**src/rtl/seg7_pkg.sv**
```systemverilog
// Shared constants and types for the multiplexed 7-segment display driver.
// Segment patterns are active-low and ordered {g,f,e,d,c,b,a}.
package seg7_pkg;

  typedef logic [1:0] digit_idx_t;

  localparam digit_idx_t DIGIT_LAST = 2'd3;
  localparam logic [6:0] SEG_OFF    = 7'h7F;
  localparam logic [3:0] AN_OFF     = 4'hF;

  localparam logic [6:0] HEX_SEG [16] = '{
    7'b1000000, 7'b1111001, 7'b0100100, 7'b0110000,
    7'b0011001, 7'b0010010, 7'b0000010, 7'b1111000,
    7'b0000000, 7'b0010000, 7'b0001000, 7'b0000011,
    7'b1000110, 7'b0100001, 7'b0000110, 7'b0001110
  };

  // Active-low anode pattern selecting a single digit.
  function automatic logic [3:0] digit_anode(input digit_idx_t idx);
    logic [3:0] onehot;
    onehot = 4'b0001 << idx;
    return ~onehot;
  endfunction

endpackage

```
**src/rtl/seg7_hex_decode.sv**
```systemverilog
// Combinational hex nibble to active-low segment decoder.
module seg7_hex_decode
  import seg7_pkg::*;
(
  input  logic [3:0] nibble_i,
  output logic [6:0] seg_o
);

  assign seg_o = HEX_SEG[nibble_i];

endmodule

```
**src/rtl/seg7_scan_driver.sv**
```systemverilog
// Four-digit common-anode display scanner: frame-synchronous value update,
// anti-ghosting blank window at each slot start, optional leading-zero blanking.
module seg7_scan_driver
  import seg7_pkg::*;
#(
  parameter int unsigned SCAN_DIV  = 100000,
  parameter int unsigned BLANK_CYC = 1000
) (
  input  logic        clk_pi,
  input  logic        reset_n_pi,
  input  logic        num_valid_pi,
  input  logic [15:0] num_pi,
  input  logic        blank_lz_pi,
  input  logic [3:0]  dp_mask_pi,
  output logic [6:0]  seg_po,
  output logic        dp_po,
  output logic [3:0]  an_po,
  output logic        frame_po
);

  localparam int unsigned   PW         = (SCAN_DIV > 1) ? $clog2(SCAN_DIV) : 1;
  localparam logic [PW-1:0] PRESC_LAST = PW'(SCAN_DIV - 1);
  localparam logic [PW-1:0] BLANK_END  = PW'(BLANK_CYC);

  logic [PW-1:0] presc_q, presc_d;
  digit_idx_t    idx_q, idx_d;
  logic [15:0]   pend_q, pend_d;
  logic          pend_vld_q, pend_vld_d;
  logic [15:0]   active_q, active_d;
  logic [6:0]    seg_q, seg_d;
  logic          dp_q, dp_d;
  logic [3:0]    an_q, an_d;
  logic          frame_q, frame_d;

  logic       slot_tick;
  logic       frame_tick;
  logic [3:0] nibble;
  logic [6:0] seg_dec;
  logic [3:0] lz_blank;
  logic       lit;

  assign slot_tick  = (presc_q == PRESC_LAST);
  assign frame_tick = slot_tick && (idx_q == DIGIT_LAST);

  // Digit k is a leading zero when every nibble from k upward is zero.
  assign lz_blank[0] = 1'b0;
  for (genvar gi = 1; gi < 4; gi++) begin : g_lz
    assign lz_blank[gi] = blank_lz_pi && (active_q[15:4*gi] == '0);
  end

  assign nibble = active_q[{idx_q, 2'b00} +: 4];

  seg7_hex_decode u_dec (
    .nibble_i (nibble),
    .seg_o    (seg_dec)
  );

  always_comb begin
    presc_d = slot_tick ? '0 : presc_q + 1'b1;
    idx_d   = slot_tick ? idx_q + 1'b1 : idx_q;
  end

  // Boundary consumes the old pending value before a same-cycle strobe reloads it.
  always_comb begin
    pend_d     = pend_q;
    pend_vld_d = pend_vld_q;
    active_d   = active_q;
    if (frame_tick && pend_vld_q) begin
      active_d   = pend_q;
      pend_vld_d = 1'b0;
    end
    if (num_valid_pi) begin
      pend_d     = num_pi;
      pend_vld_d = 1'b1;
    end
  end

  always_comb begin
    lit     = (presc_q >= BLANK_END) && !lz_blank[idx_q];
    seg_d   = lit ? seg_dec : SEG_OFF;
    dp_d    = lit ? ~dp_mask_pi[idx_q] : 1'b1;
    an_d    = lit ? digit_anode(idx_q) : AN_OFF;
    frame_d = frame_tick;
  end

  always_ff @(posedge clk_pi or negedge reset_n_pi) begin
    if (!reset_n_pi) begin
      presc_q    <= '0;
      idx_q      <= '0;
      pend_q     <= '0;
      pend_vld_q <= 1'b0;
      active_q   <= '0;
      seg_q      <= SEG_OFF;
      dp_q       <= 1'b1;
      an_q       <= AN_OFF;
      frame_q    <= 1'b0;
    end else begin
      presc_q    <= presc_d;
      idx_q      <= idx_d;
      pend_q     <= pend_d;
      pend_vld_q <= pend_vld_d;
      active_q   <= active_d;
      seg_q      <= seg_d;
      dp_q       <= dp_d;
      an_q       <= an_d;
      frame_q    <= frame_d;
    end
  end

  assign seg_po   = seg_q;
  assign dp_po    = dp_q;
  assign an_po    = an_q;
  assign frame_po = frame_q;

endmodule

```
**config.mk**
```make
export PLATFORM = sky130hd
export DESIGN_NAME = seg7_scan_driver
export DESIGN_NICKNAME = d
export VERILOG_FILES = /design/src/rtl/seg7_pkg.sv /design/src/rtl/seg7_hex_decode.sv /design/src/rtl/seg7_scan_driver.sv
export SDC_FILE = /design/constraint.sdc
export NUM_CORES = 1
export LEC_CHECK = 0
export ABC_CLOCK_PERIOD_IN_PS = 3800
export BUFFER_PORTS_ARGS = -buffer_cell sky130_fd_sc_hd__buf_2
export CORE_MARGIN = 3
export CORE_UTILIZATION = 25
export CTS_CLUSTER_DIAMETER = 60
export CTS_CLUSTER_SIZE = 30
export DETAILED_ROUTE_END_ITERATION = 7
export GPL_TIMING_DRIVEN = 0
export REMOVE_ABC_BUFFERS = 1
export SLEW_MARGIN = 10
export SYNTH_ARGS = -nofsm -noshare
export SYNTH_HDL_FRONTEND = slang
export SYNTH_SLANG_ARGS = --single-unit
```
**constraint.sdc**
```tcl
create_clock -name clk_pi -period 3.8 [get_ports clk_pi]
set_input_delay 0.38 -clock clk_pi [delete_from_list [all_inputs] [get_ports clk_pi]]
set_output_delay 0.38 -clock clk_pi [all_outputs]
set_load 0.1 [all_outputs]
```
==> metrics.txt, run 1 <==
Ports 37; Final Skew 0.00661 ns; Iteration-0 DRC Markers 103; P per Cell Area 425 nW/µm²; Critical Path AT approximately 3.2 ns; area leader, netlist dfrtp_1; Nets 324; Critical-path top delay cell and3_1; HPWL Detailed 4200 µm; final hold violations 0; Core ar. about 12000 µm²; Routed Wire Length a little over 6000 µm; area of the multi-input gates 1350 µm²; # hold bufs at CTS 0; cells along the critical path ha_1 -> and4_1 -> nand2_1 -> nor3_2 -> and3_1 -> mux2_1; R2R Setup Slk ~0.78 ns; post-route ant nets 0; Post-Syn Area per Cell 12.3 µm²; chip height 117 µm; register area share after synthesis between 50% and 60%; share of layout cells above drive strength 1 31.1%; ys flop type dfrtp_1; VDD IR max about 0.16 mV; via count 2034; EDFF count, synth 0; Max Cap Viol 0; CTS tree done; Final Critical Period 3.02 ns; storage element area 1640 µm²; outcome finished clean; LEAKAGE 1.59 nW; # H-tree levels 3; # diodes 0; Post-Route Utilization 31.6%; Fillers 1191; IO Port Bufs 36; critical path class reg2reg; antenna violations before repair 0; post-CTS sizing 0; number of global-route vias before repair 1939; Reg2Reg Depth 6; Worst Setup SP presc_q[0]; CTS max path bufs 2; Tot GR Track Use 9.44%; largest net degree at the start of global routing 66; Worst Setup Start Kind flip-flop; post-synthesis cell count 252; worst rel slew slack between 30% and 40%; CP Max Fanout 16; WL/cell between 10 and 15 µm; unrepaired setup endpoints after global routing false; Reg-to-Reg Start presc_q[0]; Num CTS Buffers 9; Synth area leaders dfrtp_1, dfstp_2, mux2_2; total gr overflow 0; latest clock arrival within the worst-skew pair 0.33 ns; Area Growth Syn to Fin 20.2%; routability cong. 0.797; Post-synth ARST share between 90% and 100%; Worst path max stage delay 0.75 ns; clk sinks 65; Die ar. 13700 µm²; Slew @ Worst Pin approximately 1.0 ns; Hold WC Path Type in2async; Worst R2R End active_q[8]; top-area cell type share of the netlist area 42.9%; final setup violation count 0; Die Width 117 µm; Critical Path Sink active_q[8]; Vias/cell 4.45; initial core utilization 26.3%; Critical Path RT 4.00 ns; row count 39; first-pass GRT wire length 9980 µm; # Post-CTS Setup Buffers 0; Clock Pin Slew Worst Setup and Hold Paths roughly 0.06 ns; Max Fclk 331 MHz; Max Slew Vio Count 0; CP endpoint kind flip-flop; DRC 0; synthesis-stage register bit count 65; setup TNS 0 ns; Final Cycle Share 79.5%; Post-Syn Area just over 3000 µm²; Pre-antenna DRT Iters 4; library cells used by synthesis between 40 and 50; Synth Warn # 0; CTS root buffer clkbuf_16
==> flip-flops by register name, summed over array words and instances, names as in the netlist <==
signal,count
frame_po,1
seg_po,7
pend_q,16
pend_vld_q,1
dp_po,1
presc_q,17
idx_q,2
active_q,16
an_po,4
==> kinds of logic (layout without fill, tap and decap cells) <==
| family | count (synthesis) | after routing | share of synthesized area [%] |
|---|---|---|---|
| simple gates | 70 | 70 | 11.8 |
| fa+ha+maj | 12 | 12 | 4.86 |
| flops | 65 | 65 | 53.1 |
| buf+inv | 22 | 63 | 3.32 |
| compound gates | 25 | 25 | 5.55 |
| mux | 44 | 44 | 17.3 |
| xor+xnor | 14 | 14 | 3.97 |
==> per-stage QoR <==
step	instance area, µm²	std cells	hold WS, ns	power (mW)	worst slack [ns]
6_report	3710	457	0.127	1.58	0.779
5_1_grt	3710	457	0.211	1.63	0.507
4_1_cts	3710	457	0.177	1.60	0.729
3_5_place_dp	3420	441	0.477	0.782	0.774
3_3_place_gp	3410	441	0.473	0.779	0.812
2_1_floorplan	3030	241	0.0844	0.746	1.29
==> synthesized netlist by cell type (5+ instances only) <==
cell type,n
dfrtp_1,53
nand2_1,18
dfstp_2,12
xnor2_1,9
mux2_1,16
xor2_1,5
o21ai_0,6
inv_1,10
nor2_1,14
nor4_1,6
ha_1,12
nand4_1,6
mux2_2,20
nand3_1,7
==> power breakdown <==
part	internal (mW)	switching [mW]
clock	0.505	0.306
combinational	0.0244	0.0236
sequential	0.710	0.00934
==> worst max-delay path: cells and delay by family (launching register included) <==
kind	cells	cell delay [ns]
DFF	1	0.40
adders and majority gates	1	0.22
and+or+nand+nor	4	1.87
muxes	1	0.40
==> layer usage <==
layer	track usage (%)	up-vias	share of wire [%]	routed length [µm]
met4	4.74	0	1.9	117
met1	13.3	998	50	3050
met2	13.0	43	43	2600
met5	0	-	0	0
li1	-	981	-	-
met3	2.93	12	4.9	299
==> placed cells by master (no fill, tap or decap), types with 4 or more instances in the layout <==
cell type	n
mux4_2	4
mux2i_1	4
ha_1	12
nor4_1	6
mux2_1	16
xor2_1	5
mux2_2	20
nand4_1	6
o21ai_0	6
dfstp_2	12
dfrtp_1	53
xnor2_1	9
buf_2	35
nand2_1	18
inv_1	10
nor3_1	4
nor2_1	14
nand3_1	7
clkbuf_16	9
==> area by class of cell <==
class | instances | share of cell area (%)
Sequential cell | 65 | 44.2
Multi-Input combinational cell | 165 | 36.2
Clock buffer | 9 | 6.07
Tap cell | 164 | 5.53
Timing Repair Buffer | 36 | 4.92
Clock inverter | 7 | 1.92
Inverter | 11 | 1.11
==> worst min path at each step <==
| stage | endpoint | slack [ns] |
|---|---|---|
| final | pend_q[5] | 0.13 |
| after global routing | pend_q[5] | 0.21 |
| after CTS | pend_q[5] | 0.18 |
| after detailed placement | active_q[1] | 0.48 |
| after global placement | active_q[3] | 0.47 |
| after floorplan | active_q[0] | 0.08 |
Power figures use the tool's default switching activity.
==> run 2: changes to the inputs <==
ABC_CLOCK_PERIOD_IN_PS = 2600   (was 3800)
clock period = 2.6 ns   (was 3.8 ns; I/O delays follow)
==> metrics.txt, run 2 (same netlist as run 1, synthesis figures left out) <==
outcome finished clean; Iteration-0 DRC Markers 103 (unchanged); Die Width 117 µm (unchanged); LEAKAGE 1.60 nW (+0.43%); final hold violations 0 (unchanged); Design Power 2.30 mW (+46%); share of layout cells above drive strength 1 32.2% (+1.1 points); area of the multi-input gates 1360 µm² (+0.84%); Critical Path RT 2.79 ns (-1.21 ns); switching pwr 0.491 mW (+45%); largest net degree at the start of global routing 66 (unchanged); Vias/cell 4.45 (about the same); Final Critical Period 2.43 ns (-0.595 ns); antenna violations before repair 0 (unchanged); Final Cycle Share 93.3% (+14 points); total gr overflow 0 (unchanged); Area Growth Syn to Fin 21.1%; final instance area 3740 µm² (+0.81%); WL/cell 13.2 µm (-0.57%); Reg power frac 45.7% (about the same); Post-Route Utilization 31.8% (+0.26 points); row count 39 (unchanged); DRC 0 (unchanged); routability cong. 0.797 (unchanged); placed cell count 441 (unchanged); Max Cap Viol 0 (unchanged); Post-DP Area 3420 µm² (unchanged); total internal power 1.81 mW (+46%); Reg with most FFs presc_q; VDD IR max 0.233 mV (+46%); # H-tree levels 3 (unchanged); Nets 326 (+0.62%); initial core utilization 26.3% (unchanged); post-route ant nets 0 (unchanged); via count 2044 (+0.49%); number of global-route vias before repair 1933 (-0.31%); Hold WS 0.00899 ns (-0.118 ns); chip height 117 µm (unchanged); Final Skew 0.00811 ns (+0.00150 ns); Tot GR Track Use 9.45% (+0.013 points); storage element area 1650 µm² (+0.23%); Switching Fraction 21.3% (-0.12 points); Ports 37 (unchanged); top flop regs presc_q x17, active_q x16, pend_q x16; Slew @ Worst Pin 1.01 ns (-0.0178 ns); CTS root buffer clkbuf_16; final setup violation count 0 (unchanged); Routed Wire Length 6050 µm (-0.13%); Hold WC Path Type in2async; Core ar. 11800 µm² (unchanged); # diodes 0 (unchanged); final setup margin 0.175 ns (-0.605 ns); HPWL Detailed 4200 µm (unchanged); Worst Setup Start Kind flip-flop; CP Max Fanout 19 (+3); leading cell type in the layout, fill and taps excluded dfrtp_1; critical path class reg2reg; Die ar. 13700 µm² (unchanged); DP Worst Slack -0.426 ns (-1.20 ns); Max Fclk 412 MHz (+25%); Clk pwr share 51.3% (about the same); CTS tree done; non-filler cells in the finished layout 459 (+0.44%); first-pass GRT wire length 9990 µm (about the same); CP endpoint kind flip-flop; Fillers 1188 (-0.25%); Clock Pin Slew Worst Setup and Hold Paths 0.06 ns (about the same); clk sinks 65 (unchanged); Max Slew Vio Count 0 (unchanged); max reg flops 17 (unchanged); IO Port Bufs 36 (unchanged); # hold bufs at CTS 0 (unchanged); Num CTS Buffers 9 (unchanged); CTS max path bufs 2 (unchanged); unrepaired setup endpoints after global routing false; P per Cell Area 616 nW/µm² (+45%); R2R Setup Slk 0.17 ns (-0.60 ns); worst rel slew slack 32.4% (+1.2 points); Logic pwr share 3.0% (about the same); setup TNS 0 ns (unchanged); Pre-antenna DRT Iters 4 (unchanged); Critical Path AT 2.61 ns (-0.61 ns); latest clock arrival within the worst-skew pair 0.33 ns (about the same); most frequent cells in the layout dfrtp_1, buf_2, mux2_2, nand2_1, mux2_1
run 2: worst max-delay path, cell delays in order, from the launching register on:
cell	delay, ns
dfrtp_4	0.57
mux4_2	0.61
inv_1	0.13
ha_1	0.30
or3_1	0.15
o31ai_1	0.06
o41ai_1	0.46
run 2: cell type report:
class                      count  share of cell area, %
sequential                    65                   44.0
tap                          164                   5.48
timing repair buffer          38                   5.28
multi-input combinational    165                   36.2
inverter                      11                   1.10
clock inverter                 7                   1.91
clock buffer                   9                   6.02
run 2: repair_timing:
item / CTS / global route
setup endpoints to repair: 17 / 17
gates resized for setup: 4 / 1
pin swaps: 0 / 2
setup buffers: 0 / 2
run 2: worst paths after layout:
kind | from | to | depth (start not counted)
max | idx_q[1] | seg_po[0] | 6
min | reset_n_pi | pend_q[5] | 1
max reg2reg | idx_q[1] | seg_po[0] | 6
min reg2reg | active_q[1] | active_q[1] | 1
max in group asynchronous | reset_n_pi | idx_q[1] | 1
min in group clk_pi | num_pi[15] | pend_q[15] | 2
run 2: metal layers:
layer	wire length [µm]	GRT usage [%]
met1	2990	13.4
met3	299	2.93
met2	2650	12.9
met5	0	0
met4	113	4.74
run 2: power by group through the flow:
stage               sequential (mW)  clock [mW]  combinational [mW]
finish                         1.05        1.18              0.0700
global route                   1.05        1.25              0.0793
CTS                            1.05        1.21              0.0732
detailed placement             1.07           0              0.0730
global placement               1.07           0              0.0697
floorplan                      1.06           0              0.0278
